$ cat config.mk
export PLATFORM = sky130hd
export DESIGN_NAME = ddr4_v2_2_20_cal_sync_filt
export DESIGN_NICKNAME = d
export VERILOG_FILES = /design/src/rtl/ddr4_v2_2_20_cal_sync_pkg.sv /design/src/rtl/ddr4_v2_2_20_cal_sync_filt_ch.sv /design/src/rtl/ddr4_v2_2_20_cal_sync_filt.sv
export SDC_FILE = /design/constraint.sdc
export NUM_CORES = 1
export LEC_CHECK = 0
export ABC_AREA = 1
export BUFFER_PORTS_ARGS = -buffer_cell sky130_fd_sc_hd__buf_2
export CAP_MARGIN = 20
export CORE_AREA = 8 8 74 76
export DETAILED_ROUTE_END_ITERATION = 8
export DIE_AREA = 0 0 82 84
export PLACE_DENSITY = 0.73
export REMOVE_ABC_BUFFERS = 1
export SKIP_LAST_GASP = 1
export SYNTH_ARGS = -nofsm -noshare
export SYNTH_HDL_FRONTEND = slang
export SYNTH_HIERARCHICAL = 1
export SYNTH_SLANG_ARGS = --single-unit
$ cat constraint.sdc
create_clock -name clk -period 1.05 [get_ports clk]
set_input_delay 0.1575 -clock clk [delete_from_list [all_inputs] [get_ports clk]]
set_output_delay 0.1575 -clock clk [all_outputs]
set_load 0.005 [all_outputs]
$ cat src/rtl/ddr4_v2_2_20_cal_sync_pkg.sv
`default_nettype none
// ============================================================================
//  Module      : ddr4_v2_2_20_cal_sync_pkg
//  Description : Shared constants and helpers for the calibration
//                synchronizer/filter (legal parameter ranges, counter width).
//  Revision    : 1.0 - initial release
// ============================================================================
package ddr4_v2_2_20_cal_sync_pkg;

    localparam int SYNC_MTBF_MIN     = 2;
    localparam int SYNC_MTBF_MAX     = 4;
    localparam int FILTER_CYCLES_MIN = 1;

    // Width of the persistence counter; never narrower than one bit.
    function automatic int cnt_width(input int filter_cycles);
        if (filter_cycles < 1) begin
            return 1;
        end
        return (filter_cycles + 1 <= 2) ? 1 : $clog2(filter_cycles + 1);
    endfunction

endpackage : ddr4_v2_2_20_cal_sync_pkg
`default_nettype wire

$ cat src/rtl/ddr4_v2_2_20_cal_sync_filt_ch.sv
`default_nettype none
// ============================================================================
//  Module      : ddr4_v2_2_20_cal_sync_filt_ch
//  Description : One channel: SYNC_MTBF-deep synchronizer followed by a
//                persistence filter. A new synchronized level is accepted only
//                after it has differed from data_out for FILTER_CYCLES edges.
//                Edge pulses are built only with CAL_SYNC_EDGE_EN defined.
//  Revision    : 1.0 - initial release
// ============================================================================
module ddr4_v2_2_20_cal_sync_filt_ch
    import ddr4_v2_2_20_cal_sync_pkg::*;
#(
    parameter int   SYNC_MTBF     = 2,
    parameter int   FILTER_CYCLES = 4,
    parameter logic RESET_VAL     = 1'b0
) (
    input  logic clk,
    input  logic rst,
    input  logic data_in,
    output logic data_out,
    output logic rise,
    output logic fall,
    output logic stable
);

    localparam int             CNT_W   = cnt_width(FILTER_CYCLES);
    localparam logic [CNT_W-1:0] CNT_MAX = CNT_W'(FILTER_CYCLES - 1);

    (* ASYNC_REG = "TRUE", dont_touch = "true" *) logic [SYNC_MTBF-1:0] sync_q;

    logic             s;
    logic [CNT_W-1:0] cnt_q;
    logic [CNT_W-1:0] cnt_d;
    logic             out_q;
    logic             out_d;

    assign s = sync_q[SYNC_MTBF-1];

    // Metastability chain: shift the raw level in one stage per cycle.
    always_ff @(posedge clk) begin
        if (rst) begin
            sync_q <= {SYNC_MTBF{RESET_VAL}};
        end else begin
            sync_q <= {sync_q[SYNC_MTBF-2:0], data_in};
        end
    end

    // Filter decision: clear on agreement, accept at the count limit, else count.
    always_comb begin
        cnt_d = cnt_q;
        out_d = out_q;
        if (s == out_q) begin
            cnt_d = '0;
        end else if (cnt_q == CNT_MAX) begin
            out_d = s;
            cnt_d = '0;
        end else begin
            cnt_d = cnt_q + 1'b1;
        end
    end

    // Filter state registers.
    always_ff @(posedge clk) begin
        if (rst) begin
            cnt_q <= '0;
            out_q <= RESET_VAL;
        end else begin
            cnt_q <= cnt_d;
            out_q <= out_d;
        end
    end

    assign data_out = out_q;
    assign stable   = (s == out_q);

`ifdef CAL_SYNC_EDGE_EN
    logic accept;
    logic rise_q;
    logic fall_q;

    assign accept = (s != out_q) && (cnt_q == CNT_MAX);

    // One-cycle pulses aligned with the data_out update they describe.
    always_ff @(posedge clk) begin
        if (rst) begin
            rise_q <= 1'b0;
            fall_q <= 1'b0;
        end else begin
            rise_q <= accept &  s;
            fall_q <= accept & ~s;
        end
    end

    assign rise = rise_q;
    assign fall = fall_q;
`else
    assign rise = 1'b0;
    assign fall = 1'b0;
`endif

endmodule : ddr4_v2_2_20_cal_sync_filt_ch
`default_nettype wire

$ cat src/rtl/ddr4_v2_2_20_cal_sync_filt.sv
`default_nettype none
// ============================================================================
//  Module      : ddr4_v2_2_20_cal_sync_filt
//  Description : WIDTH independent synchronize-and-filter channels for
//                asynchronous calibration status levels.
//                Optional macro CAL_SYNC_EDGE_EN enables rise/fall pulses;
//                without it rise and fall are tied to zero.
//                TCQ is kept for interface compatibility; registers carry no
//                modelled clock-to-q delay.
//  Revision    : 1.0 - initial release
// ============================================================================
module ddr4_v2_2_20_cal_sync_filt
    import ddr4_v2_2_20_cal_sync_pkg::*;
#(
    parameter int               SYNC_MTBF     = 2,
    parameter int               WIDTH         = 8,
    parameter int               FILTER_CYCLES = 4,
    parameter logic [WIDTH-1:0] RESET_VAL     = '0,
    parameter int               TCQ           = 100
) (
    input  logic             clk,
    input  logic             rst,
    input  logic [WIDTH-1:0] data_in,
    output logic [WIDTH-1:0] data_out,
    output logic [WIDTH-1:0] rise,
    output logic [WIDTH-1:0] fall,
    output logic [WIDTH-1:0] stable
);

    // Reject configurations the channel logic cannot implement.
    if (SYNC_MTBF < SYNC_MTBF_MIN || SYNC_MTBF > SYNC_MTBF_MAX ||
        FILTER_CYCLES < FILTER_CYCLES_MIN || WIDTH < 1 || TCQ < 0) begin : g_param_check
        $error("ddr4_v2_2_20_cal_sync_filt: illegal parameter value");
    end

    for (genvar wd = 0; wd < WIDTH; wd++) begin : g_ch
        ddr4_v2_2_20_cal_sync_filt_ch #(
            .SYNC_MTBF     (SYNC_MTBF),
            .FILTER_CYCLES (FILTER_CYCLES),
            .RESET_VAL     (RESET_VAL[wd])
        ) u_ch (
            .clk      (clk),
            .rst      (rst),
            .data_in  (data_in[wd]),
            .data_out (data_out[wd]),
            .rise     (rise[wd]),
            .fall     (fall[wd]),
            .stable   (stable[wd])
        );
    end

endmodule : ddr4_v2_2_20_cal_sync_filt
`default_nettype wire

### Word level (Yosys, flattened, before mapping)

Cells that the tools add are included.

* flip-flop bits (word level): 48
* output and inout port bits: 32
* logic and storage cells: 72

* reductions and logical operators: 16
* add/sub/neg operators: 8
* bitwise operators: 8
* eq/ne operators: 16

Operators by type and width (count)
* 3-bit by 1-bit adder with 3-bit output (second input constant): 8
* 3-bit by 2-bit == test with 1-bit output (second input constant): 8
* 3-bit OR reduction: 8
* 2-bit AND reduction: 8
* 1-bit == test: 8
* 1-bit inverter: 8

### Longest topological paths before layout

Gate-level depths: netlist of run 1.

* word-level depth: 3
* gate-level depth with buffers: 5
* depth with buffers taken out: 5

### Modules after synthesis

The synthesis of run 1 kept the hierarchy.

Modules (own cells, without submodules)
* ddr4_v2_2_20_cal_sync_filt_ch: instances 8, area each 251.5 um2, cells an instance 31, sequential area each 120.1 um2

### Worst setup path before layout of run 1

No wires, ideal clock.

* kind: reg-to-reg
* start: register g_ch[0].u_ch.cnt_q[0]
* end: register g_ch[0].u_ch.cnt_q[0]
* data arrival time: 950 ps
* setup slack: 36 ps
* buffers on the path: 0
* setup time: 64 ps
* cell stages (with the launch flop): 6
* cell sequence: dfxtp_1 ha_1 ha_1 nor2_2 nand3_2 nor2_1

* longest elaborated chain between the ends: 2

RTL lines
* start: declaration: RTL line ddr4_v2_2_20_cal_sync_filt_ch.sv:32 `logic [CNT_W-1:0] cnt_q;`
* start signal: assignment: RTL line ddr4_v2_2_20_cal_sync_filt_ch.sv:68 `cnt_q <= cnt_d;`
* branches (longest 2 deep; another with 3-bit by 1-bit adder with 3-bit output)

Several ways; the timed one is not identified.
A chain may end at the register's enable or synchronous reset.

### Worst setup path in the final report of run 1

* start: register g_ch[0].u_ch.sync_q[1]
* end: output stable[0]

* longest elaborated chain between the ends: 1

RTL lines
* start: declaration: RTL line ddr4_v2_2_20_cal_sync_filt_ch.sv:29 `(* ASYNC_REG = "TRUE", dont_touch = "true" *) logic [SYNC_MTBF-1:0] sync_q;`
* start signal: assignment: RTL line ddr4_v2_2_20_cal_sync_filt_ch.sv:42 `sync_q <= {SYNC_MTBF{RESET_VAL}};`
* start signal: assignment: RTL line ddr4_v2_2_20_cal_sync_filt_ch.sv:44 `sync_q <= {sync_q[SYNC_MTBF-2:0], data_in};`
* 1-bit == test: RTL line ddr4_v2_2_20_cal_sync_filt_ch.sv:74 `assign stable = (s == out_q);`
* end: declaration: RTL line ddr4_v2_2_20_cal_sync_filt.sv:27 `output logic [WIDTH-1:0] stable`

Every way passes these cells.

==> reports/results.tsv, run 1 <==
metric	value	unit
status	complete, but fails checks	
violated checks	negative setup slack	
vias	1488	
Fin Clk Skew	0.00383	ns
critical path endpoint category	output port	
WS Path Type	reg -> out	
Crit Path Max Fanout	3	
first-pass GRT wire length	5590	um
CTS max path bufs	2	
family with the most delay on the worst path	flip-flops	
FF+latch count, synth	48	
Max Cap Violations	0	
buffers and inverters on the worst path	2	
Worst Path Required	0.89	ns
Die H	84	um
Lkg Pwr	1.18	nW
warning count from the yosys run	6	
Syn Inst Count	248	
Max stage delay on crit path	0.37	ns
minimum clock period	1.12	ns
PD cells	1150	nW/um2
Remaining DRCs	0	
number of clock sinks	48	
number of distinct library cells after synthesis	11	
post-synthesis sequential area ratio	47.8	%
average cell area after synthesis	8.11	um2
grt ovf	0	
largest area contributor in the netlist	dfxtp_1	
Skew-Pair Late Insertion Delay	0.30	ns
vias in the first global route	1416	
min setup slack post-route	-0.0696	ns
htree depth	2	
Sw Ratio	22.6	%
placed insts	318	
FF-to-FF Start	g_ch[4].u_ch/cnt_q[0]$_SDFF_PP0_	
input/output buffers	25	
layout cell share with drive strength beyond 1	53.4	%
Layout area overhead	38.6	%
TritonRoute pass-1 iters	5	
CP arrival	0.96	ns
register clock-pin slew on the reported worst setup and hold paths	0.08	ns
power share of the combinational group	7.0	%
Die W	82	um
Psw	0.725	mW
ANT cells	0	
Final setup viols	11	
synthesized cell area	2010	um2
antenna violations before repair	0	
hold wc startpoint	data_in[0]	
final WL	3680	um
# IOs	42	
Slew Limit Fails	0	
sequential power share	58.5	%
critical-path cell with the highest stage delay	dfxtp_2	
hold buffer count at cts	0	
crit path from	g_ch[0].u_ch/sync_q[1]$_SDFF_PP0_	
die area	6890	um2
Overall Global Routing Usage	10.0	%
worst ir drop on vdd	0.895	mV
NumNets Final	323	
total power	3.20	mW
Worst Hold Class	in -> reg	
Num CTS Buffers	5	
fin util	65.4	%
Hold Vio Cnt, Final	0	
Final ANT Viol Nets	0	
FMAX	893	MHz
Clock power frac	34.5	%
core region area	4260	um2
Non-Filler Instances	350	
Internal	2.48	mW
Root Buffer	clkbuf_8	
RD Place Congestion	0.703	
crit-path cells	inv_2 > nand2_2 > nand2_1 > buf_2	
pin count of the biggest net entering global routing	33	
DRT iter0 DRCs	42	
DP HPWL	2070	um
fin crit share	107	%
Fin Hold WS	0.0539	ns
CTS tree	yes	
RSZ-0062 raised after global routing	true	
Worst setup SP type	flop	
FP Rows	24	
vias per cell	4.25	
wire per inst	10.5	um
Place WS	-0.0426	ns
ranking of synthesized cells by area	dfxtp_1 48%, inv_1 10%, nor2_1 10%, ha_1 10%, buf_4 6.0%	
Synth top area share	47.8	%
Initial Util	47.2	%
==> state kept, by name, indices dropped and copies added (netlist names) <==
| signal | flops |
|---|---|
| g_ch.u_ch/data_out | 8 |
| g_ch.u_ch/sync_q | 16 |
| g_ch.u_ch/cnt_q | 24 |
==> power groups by stage <==
| stage | clock network [mW] | logic (mW) | registers [mW] |
|---|---|---|---|
| finish | 1.10 | 0.225 | 1.87 |
| global route | 1.22 | 0.255 | 1.88 |
| CTS | 1.15 | 0.178 | 1.88 |
| detailed placement | 0 | 0.154 | 1.92 |
| global placement | 0 | 0.151 | 1.92 |
| floorplan | 0 | 0.0876 | 1.91 |
==> worst min-delay path: cells and delay by family <==
kind	cells	cell delay, ns
buffers and inverters	2	0.10
AND/OR/NAND/NOR	1	0.06
==> area by class of cell <==
cell class | count | area, um2
well taps | 52 | 65.1
clock buffers | 6 | 82.6
flip-flops and latches | 48 | 1010
inverters | 56 | 210
multi-input cells | 136 | 1070
fillers | 368 | 1480
repair buffers | 50 | 342
clock inverters | 2 | 10.0
==> per-stage QoR <==
step           instance area (um2)  setup TNS, ns
3_5_place_dp                  2130         -0.654
4_1_cts                       2370         -0.286
3_3_place_gp                  2130         -0.195
2_1_floorplan                 1920              0
5_1_grt                       2790          -1.35
6_report                      2790         -0.297
==> cell families (layout without fill, tap and decap cells) <==
kind of cell,after synthesis,after routing,share of synthesized area [%]
simple gates,104,104,24.4
buf+inv,72,114,16.4
flops,48,48,47.8
fa+ha+maj,16,16,9.95
other cells,8,16,1.49
==> cell usage in the layout (no fill, tap or decap) <==
cell type  Yosys  routed
inv_1         56      41
buf_12         0       1
nand3_2        8       4
nor2_1        56      45
nand3_4        0       4
clkbuf_8       0       6
conb_1         8      16
clkinv_2       0       2
nand2_1       16       8
dfxtp_2        0      21
nor2_2         8      11
inv_2          0      15
ha_4           0      16
buf_6          0       3
dfxtp_4        0       6
buf_2          0      23
nor3_1         8       8
nor2_4         0       8
nand2_2        8      16
dfxtp_1       48      21
buf_4         16      23
==> routing by layer <==
metal  wire length (um)  track usage [%]  part of all wire, %
met5                  0                0                    0
met1               1450             10.5                   39
met4                 42             5.59                  1.1
met2               2010             17.0                   55
met3                179             3.13                  4.9
==> synthesized netlist by cell type <==
| library cell | count |
|---|---|
| buf_4 | 16 |
| conb_1 | 8 |
| dfxtp_1 | 48 |
| ha_1 | 16 |
| inv_1 | 56 |
| nand2_1 | 16 |
| nand2_2 | 8 |
| nand3_2 | 8 |
| nor2_1 | 56 |
| nor2_2 | 8 |
| nor3_1 | 8 |
==> what timing repair did <==
action | CTS | global route
pin swaps | 34 | 42
resized for setup | 46 | 68
endpoints found under the setup margin | 33 | 39
buffers inserted | 11 | 13
==> worst paths after layout <==
kind	endpoint	slack, ns	cells after the start
worst max register to register	g_ch[4].u_ch/data_out$_SDFFE_PP0P_	-0.02	6
worst min-delay path	g_ch[0].u_ch/sync_q[0]$_SDFF_PP0_	0.05	3
worst max-delay path	stable[0]	-0.07	4
worst min register to register	g_ch[2].u_ch/sync_q[1]$_SDFF_PP0_	0.40	2
No activity file was read; power rests on OpenSTA's default activity.
==> run 2: changes to the inputs <==
CORE_AREA = 8 8 80 82   (was 8 8 74 76)
CTS_BUF_LIST = sky130_fd_sc_hd__clkbuf_8   (was unset)
DIE_AREA = 0 0 88 90   (was 0 0 82 84)
PLACE_DENSITY = unset   (was 0.73)
==> run 2 against run 1 <==
  * The run still ends with negative setup slack left
  * Combinational power down 9.8%
  * Cell area shrank 2.2%
  * Non-clock buffer count is 6 lower
  * Die area grew 15%
  * Final cell count grew 4.0%
  * Sequential share of layout area up 0.69 points
  * Hold slack barely moved
  * Clock skew rose by 0.0032 ns
  * Global-route usage is 1.6 points lower
  * Sequential power about the same
==> reports/results.tsv, run 2 (same netlist as run 1, synthesis figures left out) <==
metric	value	unit	change
cell repeated most along the worst path	nand2_2		
Layout area overhead	35.4	%	was 38.6%
wire per inst	9.30	um	was 10.5 um
Initial Util	38.4	%	was 47.2%
Skew-Pair Late Insertion Delay	0.29	ns	was 0.30 ns
hold wc startpoint	data_in[7]		was data_in[0]
FMAX	928	MHz	was 893 MHz
Internal	2.46	mW	was 2.48 mW
commonest non-fill, non-tap cell in the layout	nor2_1		unchanged
final WL	3390	um	was 3680 um
Worst Path Required	0.89	ns	about the same
largest register by flop count	g_ch.u_ch/cnt_q		unchanged
Fin Hold WS	0.0535	ns	was 0.0539 ns
WS Path Type	reg -> out		unchanged
violated checks	negative setup slack		unchanged
Fin Clk Skew	0.00707	ns	was 0.00383 ns
CP arrival	0.92	ns	was 0.96 ns
Max Cap Violations	0		unchanged
critical path endpoint category	output port		unchanged
Max stage delay on crit path	0.35	ns	was 0.37 ns
Setup TNS Final	-0.135	ns	was -0.297 ns
# IOs	42		unchanged
first-pass GRT wire length	5360	um	was 5590 um
Worst setup SP type	flop		unchanged
htree depth	2		unchanged
CTS max path bufs	2		unchanged
register clock-pin slew on the reported worst setup and hold paths	0.08	ns	about the same
Die W	88	um	was 82 um
TritonRoute pass-1 iters	3		was 5
grt ovf	0		unchanged
die area	7920	um2	was 6890 um2
ANT cells	0		unchanged
most frequent cells in the layout	51 x nor2_1, 43 x inv_1, 22 x dfxtp_1, 22 x buf_2, 21 x dfxtp_2		was 45 x nor2_1, 41 x inv_1, 23 x buf_4, 23 x buf_2
critical-path cell with the highest stage delay	dfxtp_2		unchanged
crit-path cells	inv_1 > nand2_2 > nand2_2 > buf_2		was inv_2 > nand2_2 > nand2_1 > buf_2
worst ir drop on vdd	0.731	mV	was 0.895 mV
FF-to-FF Start	g_ch[7].u_ch/cnt_q[0]$_SDFF_PP0_		was g_ch[4].u_ch/cnt_q[0]$_SDFF_PP0_
Clock power frac	34.2	%	was 34.5%
CTS tree	yes		unchanged
core region area	5240	um2	was 4260 um2
layout cell share with drive strength beyond 1	48.6	%	was 53.4%
power share of the combinational group	6.4	%	was 7.0%
crit path from	g_ch[6].u_ch/sync_q[1]$_SDFF_PP0_		was g_ch[0].u_ch/sync_q[1]$_SDFF_PP0_
Hold Vio Cnt, Final	0		unchanged
DP HPWL	2110	um	was 2070 um
number of clock sinks	48		unchanged
Final setup viols	7		was 11
Worst Hold Class	in -> reg		unchanged
max reg flops	24		unchanged
fin crit share	103	%	was 107%
FP Rows	27		was 24
Lkg Pwr	1.15	nW	was 1.18 nW
input/output buffers	25		unchanged
sequential power share	59.4	%	was 58.5%
Die H	90	um	was 84 um
vias in the first global route	1328		was 1416
Slew Limit Fails	0		unchanged
RSZ-0062 raised after global routing	true		unchanged
hold buffer count at cts	0		unchanged
Sw Ratio	22.0	%	was 22.6%
DRT iter0 DRCs	15		was 42
PD cells	1160	nW/um2	was 1150 nW/um2
minimum clock period	1.08	ns	was 1.12 ns
Overall Global Routing Usage	8.40	%	was 10.0%
Psw	0.694	mW	was 0.725 mW
Num CTS Buffers	5		unchanged
Root Buffer	clkbuf_8		unchanged
vias per cell	3.89		was 4.25
vias	1415		was 1488
Crit Path Max Fanout	3		unchanged
RD Place Congestion	0.678		was 0.703
NumNets Final	317		was 323
Remaining DRCs	0		unchanged
pin count of the biggest net entering global routing	33		unchanged
min setup slack post-route	-0.0278	ns	was -0.0696 ns
antenna violations before repair	0		unchanged
Final ANT Viol Nets	0		unchanged
status	complete, but fails checks		unchanged
Place WS	-0.0598	ns	was -0.0426 ns
-- run 2: critical path, delay by kind of cell (launching register included) --
| family | cells | cell delay, ns |
|---|---|---|
| buffers and inverters | 2 | 0.17 |
| and+or+nand+nor | 2 | 0.11 |
| DFF | 1 | 0.35 |
-- run 2: worst paths after layout --
check / to / slack (ns) / depth (start not counted)
min reg2reg: g_ch[1].u_ch/sync_q[1]$_SDFF_PP0_ / 0.40 / 2
max reg2reg: g_ch[7].u_ch/cnt_q[0]$_SDFF_PP0_ / 0.02 / 5
max: stable[6] / -0.03 / 4
min: g_ch[7].u_ch/sync_q[0]$_SDFF_PP0_ / 0.05 / 3
-- run 2: repair_timing --
| item | CTS | global route |
|---|---|---|
| buffers inserted | 11 | 7 |
| gates resized for setup | 46 | 57 |
| pin swaps | 38 | 36 |
| endpoints found under the setup margin | 32 | 37 |
-- run 2: area by class of cell --
type                       count  area (um2)
clock buffer                   6        82.6
clock inverter                 2        7.51
fill                         510        2510
inverter                      56         210
multi-input combinational    136        1020
sequential                    48        1010
tap                           72        90.1
timing repair buffer          44         310
-- run 2: per-stage QoR --
step	area, um2	cells	power [mW]	util, %
finish	2730	364	3.16	52.0
global route	2730	364	3.33	52.0
CTS	2410	357	3.19	46.1
detailed placement	2160	338	2.07	41.2
global placement	2160	338	2.07	41.2
floorplan	1920	240	2.00	-
-- run 2: power by group through the flow --
stage	Sequential (mW)	Clock (mW)	Combinational (mW)
2_1_floorplan	1.91	0	0.0876
3_3_place_gp	1.92	0	0.151
3_5_place_dp	1.92	0	0.154
4_1_cts	1.88	1.13	0.175
5_1_grt	1.88	1.22	0.234
6_report	1.87	1.08	0.203
-- run 2: per-layer routing --
| layer | share of wire [%] | up-vias | global-route usage (%) |
|---|---|---|---|
| li1 | - | 773 | - |
| met1 | 41 | 611 | 8.61 |
| met2 | 51 | 26 | 13.9 |
| met3 | 6.9 | 5 | 4.09 |
| met4 | 1.2 | 0 | 3.87 |
| met5 | 0 | - | 0 |
==> run 3: changes to the inputs <==
CORE_AREA = 2 2 74 76   (was 8 8 80 82)
DIE_AREA = 0 0 76 78   (was 0 0 88 90)
SKIP_CTS_REPAIR_TIMING = 1   (was unset)
==> run 3 against run 2 <==
  * The flow still finishes with violations (negative setup slack)
  * Clock-buffer cell count fell by 1
  * Total power fell by 1.8%
  * Register-to-register slack barely moved
  * Global-route usage rose by 2.0 points
  * Die area fell by 25%
  * Combinational power fell by 8%
  * Clock power fell by 5%
  * Non-clock buffer count fell by 10
  * Critical path type unchanged
  * Highest routed layer unchanged
==> reports/results.tsv, run 3 (same netlist as run 1, synthesis figures left out) <==
metric	value	unit	change
met1 usage	11.8	%	was 8.61%
commonest non-fill, non-tap cell in the layout	nor2_1		unchanged
Worst Path Required	0.89	ns	about the same
wire per inst	8.73	um	was 9.30 um
DP Area	2150	um2	was 2160 um2
Layout area overhead	28.8	%	was 35.4%
met2 usage	17.2	%	was 13.9%
status	complete, but fails checks		unchanged
Non-Filler Instances	351		was 364
ANT cells	0		unchanged
RSZ-0062 raised after global routing	true		unchanged
input/output buffers	25		unchanged
Final setup viols	8		was 7
vias in the first global route	1251		was 1328
CTS tree	yes		unchanged
Initial Util	39.9	%	was 38.4%
Skew-Pair Late Insertion Delay	0.29	ns	about the same
Slew Limit Fails	0		unchanged
Remaining DRCs	0		unchanged
max reg flops	24		unchanged
Fin Clk Skew	0.00437	ns	was 0.00707 ns
Num CTS Buffers	5		unchanged
WS Path Type	reg -> out		unchanged
worst ir drop on vdd	0.840	mV	was 0.731 mV
number of clock sinks	48		unchanged
grt ovf	0		unchanged
CP arrival	0.94	ns	was 0.92 ns
DP HPWL	1840	um	was 2110 um
Max Cap Violations	0		unchanged
minimum clock period	1.10	ns	was 1.08 ns
Lkg Pwr	1.07	nW	was 1.15 nW
final WL	3060	um	was 3390 um
Place WS	-0.0551	ns	was -0.0598 ns
fin crit share	104	%	was 103%
FMAX	913	MHz	was 928 MHz
Final Cell Area	2590	um2	was 2730 um2
register clock-pin slew on the reported worst setup and hold paths	0.09	ns	was 0.08 ns
TritonRoute pass-1 iters	3		unchanged
vias per cell	3.97		was 3.89
# IOs	42		unchanged
die area	5930	um2	was 7920 um2
Final ANT Viol Nets	0		unchanged
Die W	76	um	was 88 um
Die H	78	um	was 90 um
gr busiest metal	met2		unchanged
min setup slack post-route	-0.0457	ns	was -0.0278 ns
most frequent cells in the layout	49 x nor2_1, 44 x inv_1, 25 x dfxtp_2, 25 x buf_2, 22 x dfxtp_1		was 51 x nor2_1, 43 x inv_1, 22 x dfxtp_1, 22 x buf_2, 21 x dfxtp_2
first-pass GRT wire length	4950	um	was 5360 um
pin count of the biggest net entering global routing	33		unchanged
core region area	5040	um2	was 5240 um2
DRT iter0 DRCs	43		was 15
Overall Global Routing Usage	10.4	%	was 8.40%
Crit Path Max Fanout	4		was 3
htree depth	2		unchanged
vias	1392		was 1415
largest register by flop count	g_ch.u_ch/cnt_q		unchanged
Worst setup SP type	flop		unchanged
placed insts	336		was 338
antenna violations before repair	0		unchanged
PD cells	1200	nW/um2	was 1160 nW/um2
Hold Vio Cnt, Final	0		unchanged
met3 usage	3.84	%	was 4.09%
CTS max path bufs	2		unchanged
RD Place Congestion	0.706		was 0.678
FP Rows	26		was 27
layout cell share with drive strength beyond 1	47.0	%	was 48.6%
Root Buffer	clkbuf_8		unchanged
Worst Hold Class	in -> reg		unchanged
critical path endpoint category	output port		unchanged
violated checks	negative setup slack		unchanged
NumNets Final	307		was 317
[run 3: cell types whose count changed in the layout (fill, tap and decap cells not counted), moves of 2 or more]
cell,change
buf_4,-7
buf_6,-6
dfxtp_2,+4
dfxtp_4,-4
buf_2,+3
inv_2,-3
nor2_2,+3
nor2_1,-2
[run 3: per-stage QoR]
stage / util [%] / total power [mW] / hold WS (ns) / setup TNS [ns]
floorplan: - / 2.00 / 0.229 / 0
global placement: 42.7 / 2.07 / 0.358 / -0.304
detailed placement: 42.7 / 2.07 / 0.367 / -0.770
CTS: 44.3 / 3.11 / 0.0428 / -2.00
global route: 51.4 / 3.25 / 0.0451 / -1.11
finish: 51.4 / 3.10 / 0.0539 / -0.226
[run 3: path summary, 6_finish.rpt]
check	slack (ns)	cells past startpoint	from	endpoint
max	-0.05	4	g_ch[1].u_ch/data_out$_SDFFE_PP0P_	stable[1]
min	0.05	3	data_in[7]	g_ch[7].u_ch/sync_q[0]$_SDFF_PP0_
max reg2reg	0.02	5	g_ch[5].u_ch/cnt_q[0]$_SDFF_PP0_	g_ch[5].u_ch/data_out$_SDFFE_PP0P_
min reg2reg	0.40	2	g_ch[4].u_ch/sync_q[0]$_SDFF_PP0_	g_ch[4].u_ch/sync_q[1]$_SDFF_PP0_
[run 3: report_power, final]
| group | switching (mW) | total (mW) | internal [mW] |
|---|---|---|---|
| logic | 0.104 | 0.186 | 0.0826 |
| registers | 0.0238 | 1.88 | 1.86 |
| clock network | 0.579 | 1.03 | 0.451 |
[run 3: critical path: stages, from the launching register on]
cell     delay [ns]
dfxtp_4        0.37
inv_2          0.03
nand2_2        0.07
nand2_2        0.04
buf_2          0.12
[run 3: layout make-up]
type	instances	area (um2)
Tap cell	70	87.6
Clock inverter	2	12.5
Multi-Input combinational cell	136	1010
Sequential cell	48	996
Fill cell	480	2450
Inverter	56	210
Clock buffer	5	68.8
Timing Repair Buffer	34	205
[run 3: metal layers]
metal | wire (um) | vias to the layer above
li1 | - | 749
met1 | 1380 | 603
met2 | 1490 | 36
met3 | 158 | 4
met4 | 37 | 0
met5 | 0 | -
